`src/rtl/servo_pkg.sv`:
```
// Shared servo constants: timebase, frame length, named arm/gripper positions
// and the decoder state encoding.
package servo_pkg;

  localparam int unsigned CLK_PER_MS = 50000;
  localparam int unsigned CW         = 21;
  localparam int unsigned FRAME_LEN  = 1000000;

  // High-times in clock cycles for the named servo positions.
  localparam int unsigned POS_ARM_DOWN     = 118000;
  localparam int unsigned POS_ARM_UP       = 135000;
  localparam int unsigned POS_GRIP_CLOSE   = 15000;
  localparam int unsigned POS_GRIP_DEFAULT = 65000;
  localparam int unsigned POS_GRIP_OPEN    = 115000;

  typedef enum logic [1:0] {
    StIdle,
    StHigh,
    StLow
  } dec_state_e;

endpackage

```
`src/rtl/pwm_edge_sync.sv`:
```
// Two-flop synchronizer plus history flop for an asynchronous PWM line;
// provides the synchronized level and single-cycle rise/fall strobes.
module pwm_edge_sync (
  input  logic clk,
  input  logic rst,
  input  logic din,
  output logic level,
  output logic rise,
  output logic fall
);

  logic s1, s2, s3;

  always_ff @(posedge clk or posedge rst) begin
    if (rst) begin
      s1 <= 1'b0;
      s2 <= 1'b0;
      s3 <= 1'b0;
    end else begin
      s1 <= din;
      s2 <= s1;
      s3 <= s2;
    end
  end

  always_comb begin
    level = s2;
    rise  = s2 & ~s3;
    fall  = ~s2 & s3;
  end

endmodule

```
`src/rtl/servo_pwm_decoder.sv`:
```
// Measures servo PWM high-time and rise-to-rise period in clock cycles and
// publishes one range-checked sample per completed period.
module servo_pwm_decoder #(
  parameter int unsigned CLK_PER_MS = 50000,
  parameter int unsigned CW         = 21,
  parameter int unsigned MIN_WIDTH  = CLK_PER_MS / 5,
  parameter int unsigned MAX_WIDTH  = 3 * CLK_PER_MS,
  parameter int unsigned MIN_PERIOD = 10 * CLK_PER_MS,
  parameter int unsigned PERIOD_MAX = 24 * CLK_PER_MS
) (
  input  logic          clk,
  input  logic          rst,
  input  logic          pwm_in,
  output logic [CW-1:0] width_out,
  output logic [CW-1:0] period_out,
  output logic          sample_valid,
  output logic          width_err,
  output logic          period_err,
  output logic          signal_lost
);

  import servo_pkg::*;

  localparam logic [CW-1:0] One  = CW'(1);
  localparam logic [CW-1:0] MinW = CW'(MIN_WIDTH);
  localparam logic [CW-1:0] MaxW = CW'(MAX_WIDTH);
  localparam logic [CW-1:0] MinP = CW'(MIN_PERIOD);
  localparam logic [CW-1:0] PMax = CW'(PERIOD_MAX);

  logic          level, rise, fall;
  dec_state_e    state;
  logic [CW-1:0] width_cnt, period_cnt;

  pwm_edge_sync u_sync (
    .clk  (clk),
    .rst  (rst),
    .din  (pwm_in),
    .level(level),
    .rise (rise),
    .fall (fall)
  );

  always_ff @(posedge clk or posedge rst) begin
    if (rst) begin
      state        <= StIdle;
      width_cnt    <= '0;
      period_cnt   <= '0;
      width_out    <= '0;
      period_out   <= '0;
      sample_valid <= 1'b0;
      width_err    <= 1'b0;
      period_err   <= 1'b0;
      signal_lost  <= 1'b1;
    end else begin
      sample_valid <= 1'b0;
      unique case (state)
        StIdle: begin
          if (rise) begin
            state      <= StHigh;
            width_cnt  <= One;
            period_cnt <= One;
          end
        end
        StHigh: begin
          // A fall at the limit cannot be followed by an in-range rise, so it times out too.
          if (period_cnt == PMax) begin
            state       <= StIdle;
            width_cnt   <= '0;
            period_cnt  <= '0;
            signal_lost <= 1'b1;
          end else if (fall) begin
            state      <= StLow;
            period_cnt <= period_cnt + One;
          end else begin
            width_cnt  <= width_cnt + CW'(level);
            period_cnt <= period_cnt + One;
          end
        end
        StLow: begin
          // Rise takes priority over timeout when both land on the same cycle.
          if (rise) begin
            width_out    <= width_cnt;
            period_out   <= period_cnt;
            width_err    <= (width_cnt < MinW) || (width_cnt > MaxW);
            period_err   <= period_cnt < MinP;
            sample_valid <= 1'b1;
            signal_lost  <= 1'b0;
            state        <= StHigh;
            width_cnt    <= One;
            period_cnt   <= One;
          end else if (period_cnt == PMax) begin
            state       <= StIdle;
            width_cnt   <= '0;
            period_cnt  <= '0;
            signal_lost <= 1'b1;
          end else begin
            period_cnt <= period_cnt + One;
          end
        end
        default: state <= StIdle;
      endcase
    end
  end

endmodule
```
`config.mk`:
```
export PLATFORM = sky130hd
export DESIGN_NAME = servo_pwm_decoder
export DESIGN_NICKNAME = d
export VERILOG_FILES = /design/src/rtl/servo_pkg.sv /design/src/rtl/pwm_edge_sync.sv /design/src/rtl/servo_pwm_decoder.sv
export SDC_FILE = /design/constraint.sdc
export NUM_CORES = 1
export LEC_CHECK = 0
export BUFFER_PORTS_ARGS = -buffer_cell sky130_fd_sc_hd__buf_4
export CORE_UTILIZATION = 40
export DETAILED_ROUTE_END_ITERATION = 10
export GPL_ROUTABILITY_DRIVEN = 1
export PLACE_DENSITY_LB_ADDON = 0.15
export SLEW_MARGIN = 40
export SYNTH_ARGS = -nofsm -noshare
export SYNTH_HDL_FRONTEND = slang
export SYNTH_HIERARCHICAL = 1
export SYNTH_SLANG_ARGS = --single-unit
export TNS_END_PERCENT = 10
```
`constraint.sdc`:
```
create_clock -name clk -period 2.1 [get_ports clk]
set_input_delay 0 -clock clk [delete_from_list [all_inputs] [get_ports clk]]
set_output_delay 0 -clock clk [all_outputs]
set_load 0.05 [all_outputs]
```
; ---- Yosys cells after proc, flatten, opt, wreduce, memory -nomap -nowiden
; Cells that the tools add are included.
[totals]
elab_cells = 56
rom_bits = 0
input_bits = 3
memories = 0
reg_bits = 93
latch_bits = 0
ramBits = 0
output_inout_bits = 46
[op_classes]
bitwise_logic = 4
shifts = 0
n_mux = 20
n_reduce_logical = 8
multipliers = 0
add_sub_neg = 2
n_eq_ne = 7
n_lt_le_gt_ge = 3
n_div = 0
[op_table]
columns = operator, n
row1 = $mux 21, 7
row2 = $pmux 21 s3, 2
row3 = $add 21x1->21, 1
row4 = $add 21x1->21 const B, 1
row5 = $eq 21x21->1 const B, 1
row6 = $gt 21x18->1 const B, 1
row7 = $lt 21x14->1 const B, 1
row8 = $lt 21x19->1 const B, 1
row9 = $mux 2, 5
row10 = $ne 3x3->1 const B, 3
row11 = $pmux 2 s3, 1
row12 = $mux 1, 4
row13 = $reduce_and 2->1, 2
row14 = $reduce_and 4->1, 1
row15 = $reduce_and 3->1, 1
row16 = $reduce_bool 3->1, 1
row17 = $and 1x1->1, 2
row18 = $eq 2x1->1 const B, 1
row19 = $eq 2x2->1 const B, 1
row20 = $logic_not 2->1, 1
row21 = $ne 2x2->1 const B, 1
row22 = $not 1->1, 2
row23 = $pmux 1 s2, 1
row24 = $reduce_bool 2->1, 1
row25 = $logic_or 1x1->1, 1

; ---- Depth between registers and ports, before layout
; Gate-level depths: netlist (run 1).
[logic_depth]
depth_word = 5
mapped_depth = 10
ltp_nobuf = 8

; ---- Cells and area by module
; The synthesis (run 1) kept the hierarchy.
[by_module_without_submodules]
columns = mod, cells_per_inst, instances, seq_area_each_um2, area_each_um2
row1 = servo_pwm_decoder, 409, 1, 2253.4, 4351.7
row2 = pwm_edge_sync, 6, 1, 75.1, 93.8

; ---- Least setup slack after synthesis (run 1)
; OpenSTA, ideal clock, no wires.
[synth_path]
path_type = register to register
from = register state[0]
to = register period_cnt[10]
path_buffers = 0
path_slack_ns = 0.008
setup_time_ns = 0.132
required_ns = 1.968
t_arrival_ns = 1.960
synth_period_minus_slack_ns = 2.092
path_stages_with_launch = 9
cell_sequence = dfrtp_1 > inv_1 > ha_1 > nor2b_1 > nor4b_1 > and3_1 > nand2_1 > xor2_1 > nor2_1
[synth_between]
elab_chain_cells = 3
elab_cells_between_ends = 7
classes_between = eq/ne (3) / mux (1) / reduce/logical (3)
[synth_lines]
columns = element, line_no
row1 = "start, declared", servo_pwm_decoder.sv:31  ; dec_state_e state;
row2 = "start signal, assigned", servo_pwm_decoder.sv:45  ; state <= StIdle;
row3 = "start signal, assigned", servo_pwm_decoder.sv:59  ; state <= StHigh;
row4 = "start signal, assigned", servo_pwm_decoder.sv:67  ; state <= StIdle;
row5 = $eq 2x2->1 (tied with other cells), servo_pwm_decoder.sv:56  ; unique case (state)
row6 = $reduce_bool 3->1 (no line) or $ne 2x2->1 (tied branches), --
row7 = $reduce_and 2->1 (no line), --
row8 = "end signal, assigned", servo_pwm_decoder.sv:61  ; period_cnt <= One;
row9 = "end signal, assigned", servo_pwm_decoder.sv:73  ; period_cnt <= period_cnt + One;
row10 = "end signal, assigned", servo_pwm_decoder.sv:76  ; period_cnt <= period_cnt + One;
row11 = "end, declared", servo_pwm_decoder.sv:32  ; logic [CW-1:0] width_cnt, period_cnt;
; Parallel ways exist; a longest one is shown, timed or not.
; A chain may end at the register's enable or synchronous reset.

; ---- Final worst setup path (run 1)
[layout_path]
from = register period_cnt[1]
to = register width_cnt[20]
[layout_between]
elab_chain_cells = 3
elab_cells_between_ends = 6
classes_between = eq/ne (3) / mux (2) / reduce/logical (1)
[layout_lines]
columns = element, line_no
row1 = $eq 21x21->1 (*), "servo_pwm_decoder.sv:66, servo_pwm_decoder.sv:91"
row2 = $ne 3x3->1 (no line) or $mux 21 (tied branches), --
row3 = $reduce_and 4->1 (no line) or $pmux 21 s3 (tied branches), --
row4 = "end signal, assigned", servo_pwm_decoder.sv:60  ; width_cnt <= One;
row5 = "end signal, assigned", servo_pwm_decoder.sv:75  ; width_cnt <= width_cnt + CW'(level);
row6 = "end signal, assigned", servo_pwm_decoder.sv:89  ; width_cnt <= One;
row7 = "end, declared", servo_pwm_decoder.sv:32
; Mark *: on every way between the ends. The rest lies on a longest branch, timed or not.

==> flow_summary.ini, run 1 <==
[global_route]
grt-ovfl-total = 0
antenna_found_initial = 0
grt.total_usage_pct = 19.7
grt_pass1_wl_um = 17300
grt_pass1_vias = 3511
grt_max_degree = 40

[worst_setup_path]
crit_path_cell_trace = inv_2, ha_4, and4bb_1, nand4_1, buf_4, o211ai_1, buf_4, buf_2, or4_4, o211ai_1
crit_required_ps = 2400
cp-end-kind = flop
worst-setup-path-type = flop to flop
max_stage_delay_ps = 470
crit_family = simple AND/OR/NAND/NOR gates
cp.arrival_ps = 2360
path_max_fanout = 6
critPathLaunchType = flop
path_buf_inv = 4
critPathSlowestCell = or4_4

[sta]
slew_violations = 0
hold_viol_final = 0
slew_headroom_pct = 65.0
hold_slack_ps = 56.5
fmax_mhz = 486
worst_pin_slew_ps = 524
setup_tns_ps = 0
finalCritPeriodShare_pct = 98.0
rsz0062_at_grt = yes
finalSetupViolCount = 0
worst_clock_skew_ps = 8.43
layout_min_cycle_time_ps = 2060

[clock_tree]
cts-root-buf = clkbuf_8
cts_sinks = 93
tritoncts = done
clkLatencyLatePin_ps = 380
clock_path_buffers = 2
cts_buffers = 9
h-tree-depth = 3
clkTransAtPathRegs_ps = 100

[drt]
viasPerCell = 5.34
ant_nets = 0
vias = 3570
drt-initial-drc-count = 117
routedWlPerCell_um = 15.9
drc = 0
wl_um = 10600
drt-pass1-iter-count = 4

[synthesis]
synthFlopType = dfrtp_1
synthMuxAreaShare_pct = 10.1
synth_top_area_share_pct = 51.8
synth_top_area_cell = dfrtp_1
synth_top_family_by_area = simple AND/OR/NAND/NOR gates
synthDistinctLibCells = 45
synth-simple-area-share_pct = 17.7
synth-edff-count = 0
yosysWarnings = 6
synthXorXnorAreaFrac_pct = 3.15
syn_area_mm2 = 0.00445
yosysSeqAreaShare_pct = 52.4
synth_fa_ha_area_share_pct = 2.53
syn_inst = 415
synth_compound_area_share_pct = 10.9
ys_async_sr_fraction_pct = 100
synth_fp_nets = 427
ys_ff_latch = 93
synth_area_per_cell_um2 = 10.7
synthTopCellsByArea = dfrtp_1 (52%), mux2_2 (10%), nor2_1 (3.3%)

[finish]
nets = 535
fin_cells = 668
antenna_cells = 0
area_growth_pct = 30.6
layout-drive-gt1-share_pct = 38.4

[die]
coreArea_mm2 = 0.0108
die_w_um = 107
start_util_pct = 41.0
io_pins = 49
rows = 38
die_area_mm2 = 0.0115
die_y_um = 107

[power_and_ir_drop]
total_power_mw = 5.62
vdd_drop_max_uv = 498
p_per_area_mw_per_mm2 = 968
leakage_nw = 2.76

[min_path]
hold_class = input pin to async pin

[placement]
gp_congestion = 0.871
io_buffer_count = 48
dp_hpwl_um = 7470
dp.cells = 642

[outcome]
status = finished, final reports clean

[flow_run]
maxCapViolCount = 0
## cell type report
| type | instances | area (um^2) |
|---|---|---|
| repair buffers | 118 | 925 |
| well taps | 140 | 175 |
| inverters | 10 | 41.3 |
| multi-input cells | 291 | 2110 |
| clock buffers | 9 | 124 |
| flip-flops and latches | 93 | 2330 |
| fillers | 1025 | 5030 |
| clock inverters | 7 | 98.8 |
## cell families (layout without fill, tap and decap cells)
kind of cell / Yosys count / after routing
AO/OA/AOI/OAI: 75 / 75
AND/OR/NAND/NOR: 151 / 151
adder cells (fa/ha/maj): 9 / 9
flip-flops: 93 / 93
buffers and inverters: 31 / 144
multiplexers: 40 / 40
XOR/XNOR: 16 / 16
## worst register-to-register path, delay by kind of cell (launching register included)
kind,cells,cell delay (ps)
DFF,1,370
adders and majority gates,1,150
and+or+nand+nor,3,760
buffers and inverters,4,500
AOI/OAI and AO/OA,2,180
## path summary, 6_finish.rpt
check	startpoint	to	slack, ps	cells after the start
max	period_cnt[1]$_DFFE_PP0P_	width_cnt[20]$_DFFE_PP0P_	40	10
min	rst	u_sync/s1$_DFF_PP0_	60	3
max reg2reg	period_cnt[1]$_DFFE_PP0P_	width_cnt[20]$_DFFE_PP0P_	40	10
min reg2reg	u_sync/s1$_DFF_PP0_	u_sync/level$_DFF_PP0_	370	0
max in group asynchronous	rst	width_cnt[12]$_DFFE_PP0P_	1120	4
min in group clk	pwm_in	u_sync/s1$_DFF_PP0_	260	2
## through the flow
stage          setup slack [ps]  area, um^2  util, %
6_report                   41.1        5810     53.6
5_1_grt                   -80.5        5810     53.6
4_1_cts                   -26.0        5620     51.8
3_5_place_dp              -69.6        5360     49.4
3_3_place_gp              -36.2        5360     49.4
2_1_floorplan              8.01        4450        -
## routing by layer
layer  vias up  share of wire [%]  wire, um  GRT usage (%)
li1       1709                  -         -              -
met1      1794                 44      4630           23.5
met2        52                 52      5480           34.7
met3        15                3.0       321           4.36
met4         0                1.8       186           6.85
met5         -                  0         0              0
## registers in the layout, indices dropped and copies added, names as in the netlist
signal and cells:
signal_lost 1, u_sync/level 1, state 2, width_cnt 21, period_err 1, u_sync/s1 1
period_cnt 21, width_err 1, u_sync/s3 1, width_out 21, sample_valid 1, period_out 21
## where the power goes
part           switching [mW]  leakage [nW]  internal, mW
registers              0.0918          1.27          1.92
logic                    1.26          1.38         0.985
clock network           0.691         0.110         0.677
total                    2.04          2.76          3.58
## placed cells by master (no fill, tap or decap), types with 3 or more instances in the layout
cell type and n:
nand2_1 32, buf_4 110, nor3_1 6, xor2_1 11, a31oi_1 7, nor2_1 38, nand4_1 10, nor4_1 8
o41ai_2 4, nand3_1 17, nand2b_1 4, dfrtp_1 92, mux2_2 39, xnor2_1 5, and4_1 5, nor2b_1 6
o211ai_1 5, o31ai_2 5, a21oi_1 10, o31ai_1 7, o21ai_1 6, nor3_2 3, and3_1 5, inv_1 6
clkbuf_8 9, o21ai_0 21, buf_6 3, ha_1 6
## synthesized netlist by cell type (2+ instances only)
| cell | count |
|---|---|
| nand2_1 | 32 |
| ha_1 | 9 |
| o41ai_1 | 5 |
| nor4_1 | 8 |
| and3_1 | 6 |
| nand4_1 | 10 |
| mux2_2 | 40 |
| xnor2_1 | 5 |
| a21o_1 | 2 |
| nand3_1 | 17 |
| nor2_1 | 39 |
| inv_1 | 9 |
| a21oi_1 | 10 |
| xor2_1 | 11 |
| and4_1 | 5 |
| o21a_1 | 2 |
| nor2b_1 | 7 |
| nor4b_1 | 2 |
| nor3_1 | 8 |
| o311ai_0 | 2 |
| buf_2 | 2 |
| o211ai_1 | 5 |
| a31oi_1 | 7 |
| and4bb_2 | 2 |
| o31ai_1 | 11 |
| or4_1 | 4 |
| nand2b_1 | 4 |
| o21ai_0 | 27 |
| buf_6 | 3 |
| clkbuf_1 | 14 |
| dfrtp_1 | 92 |
| buf_1 | 2 |
## timing repair
item	4_1_cts	5_1_grt
hold endpoints to repair	25	0
setup buffers	0	8
hold buffers	2	0
gates cloned	0	1
resized for setup	4	35
setup endpoints to repair	22	29
pin swaps	2	14
Note: power is estimated with default switching activity, not from simulation.
==> inputs of run 2 (changes only) <==
--- a/config.mk
+++ b/config.mk
@@ -9,7 +9,8 @@
 export CORE_UTILIZATION = 40
 export DETAILED_ROUTE_END_ITERATION = 10
 export GPL_ROUTABILITY_DRIVEN = 1
-export PLACE_DENSITY_LB_ADDON = 0.15
+export PLACE_DENSITY = 0.68
+export SETUP_SLACK_MARGIN = 0.3
 export SLEW_MARGIN = 40
 export SYNTH_ARGS = -nofsm -noshare
 export SYNTH_HDL_FRONTEND = slang
==> flow_summary.ini, run 2 (synthesis gave the netlist of run 1 again) <==
[outcome]
status = complete, but fails checks
failed_checks = setup timing

[drt]
drc = 0
vias = 3554
drt-pass1-iter-count = 4
ant_nets = 0
wl_um = 10600
viasPerCell = 5.41
drt-initial-drc-count = 108
routedWlPerCell_um = 16.2

[die]
die_w_um = 107
io_pins = 49
rows = 38
die_y_um = 107
die_area_mm2 = 0.0115
coreArea_mm2 = 0.0108
start_util_pct = 41.0

[sta]
hold_viol_final = 0
finalSetupViolCount = 3
setup_tns_ps = -70.0
fmax_mhz = 471
finalCritPeriodShare_pct = 101
fin_ws_ps = -23.7
slew_headroom_pct = 66.0
worst_clock_skew_ps = 8.80
hold_slack_ps = 58.4
worst_pin_slew_ps = 504
slew_violations = 0
layout_min_cycle_time_ps = 2120
rsz0062_at_grt = yes

[clock_tree]
cts_buffers = 9
clkLatencyLatePin_ps = 380
clkTransAtPathRegs_ps = 80
cts-root-buf = clkbuf_8
clock_path_buffers = 2
tritoncts = done
cts_sinks = 93
h-tree-depth = 3

[finish]
final_cell_mix = buf_4 (95), dfrtp_1 (91), mux2_2 (39), nand2_1 (31), nor2_1 (22)
regArea_mm2 = 0.00233
mostFrequentLayoutCell = buf_4
nets = 526
layout-drive-gt1-share_pct = 42.9
fill_cells = 968
antenna_cells = 0
multi_input_area_mm2 = 0.00228
area_growth_pct = 32.9

[global_route]
grt.total_usage_pct = 20.1
grt-ovfl-total = 0
grt_pass1_vias = 3712
grt_pass1_wl_um = 18000
grt_max_degree = 51
antenna_found_initial = 0

[power_and_ir_drop]
leakage_nw = 2.73
pwr-share-comb_pct = 45.6
swShare_pct = 37.4
p_int_mw = 3.65
seq_power_share_pct = 34.4
p_sw_mw = 2.18
vdd_drop_max_uv = 581
pwr-share-clk_pct = 20.0
p_per_area_mw_per_mm2 = 987

[worst_setup_path]
worst-setup-path-type = flop to flop
crit_required_ps = 2350
critPathLaunchType = flop
path_max_fanout = 7
cp-end-kind = flop
cp.arrival_ps = 2370

[flow_run]
maxCapViolCount = 0

[placement]
gp_congestion = 0.804
io_buffer_count = 48
dp_hpwl_um = 7090

[min_path]
hold_class = input pin to async pin
==> run 2: critical path, stage by stage, from the launching register on <==
cell and delay [ps]:
dfrtp_1 400, inv_2 90, ha_4 130, and4bb_1 190, nand4_1 120, buf_4 180
o211ai_1 350, buf_4 240, a31oi_1 50, o21ai_1 160, o31ai_2 90
==> run 2: what timing repair did <==
item | CTS | global route
endpoints found under the hold margin | 20 | 0
gates resized for setup | 95 | 11
setup endpoints to repair | 75 | 73
hold buffers | 2 | 0
pin swaps | 56 | 11
gates cloned | 3 | 0
buffers inserted | 9 | 1
==> run 2: final cells by class <==
type / count / share of cell area, %
clock buffer: 12 / 2.46
multi-input combinational: 291 / 38.6
timing repair buffer: 109 / 15.3
sequential: 93 / 39.4
tap: 140 / 2.96
inverter: 10 / 0.720
clock inverter: 2 / 0.593
==> run 2: path summary, 6_finish.rpt <==
kind | from | endpoint | slack, ps | depth (start not counted)
max | period_cnt[1]$_DFFE_PP0P_ | width_cnt[13]$_DFFE_PP0P_ | -20 | 10
min | rst | u_sync/s1$_DFF_PP0_ | 60 | 3
max reg2reg | period_cnt[1]$_DFFE_PP0P_ | width_cnt[13]$_DFFE_PP0P_ | -20 | 10
min reg2reg | u_sync/s1$_DFF_PP0_ | u_sync/level$_DFF_PP0_ | 360 | 0
max in group asynchronous | rst | width_cnt[13]$_DFFE_PP0P_ | 1260 | 4
min in group clk | pwm_in | u_sync/s1$_DFF_PP0_ | 280 | 2
==> run 2: per-layer routing <==
metal	wire length (um)	track usage, %	up-vias
li1	-	-	1699
met1	4560	23.8	1762
met2	5480	35.2	69
met3	358	4.42	24
met4	242	8.41	0
met5	0	0	-
==> run 2: power by group through the flow <==
stage	Clock (mW)	Combinational, mW	Sequential (mW)
after floorplan	0	0.963	2.25
after global placement	0	1.89	2.03
after detailed placement	0	1.94	2.03
after CTS	1.21	2.60	2.00
after global routing	1.27	2.86	2.02
final	1.17	2.66	2.00
==> run 2: metrics by stage <==
step	utilization, %	instances	total power [mW]	instance area (um^2)	setup WS [ps]
floorplan	-	415	3.21	4450	8.01
global placement	48.6	628	3.92	5260	22.4
detailed placement	48.6	628	3.98	5260	-77.9
CTS	54.2	656	5.82	5880	-25.7
global route	54.5	657	6.16	5910	-177
finish	54.5	657	5.83	5910	-23.7
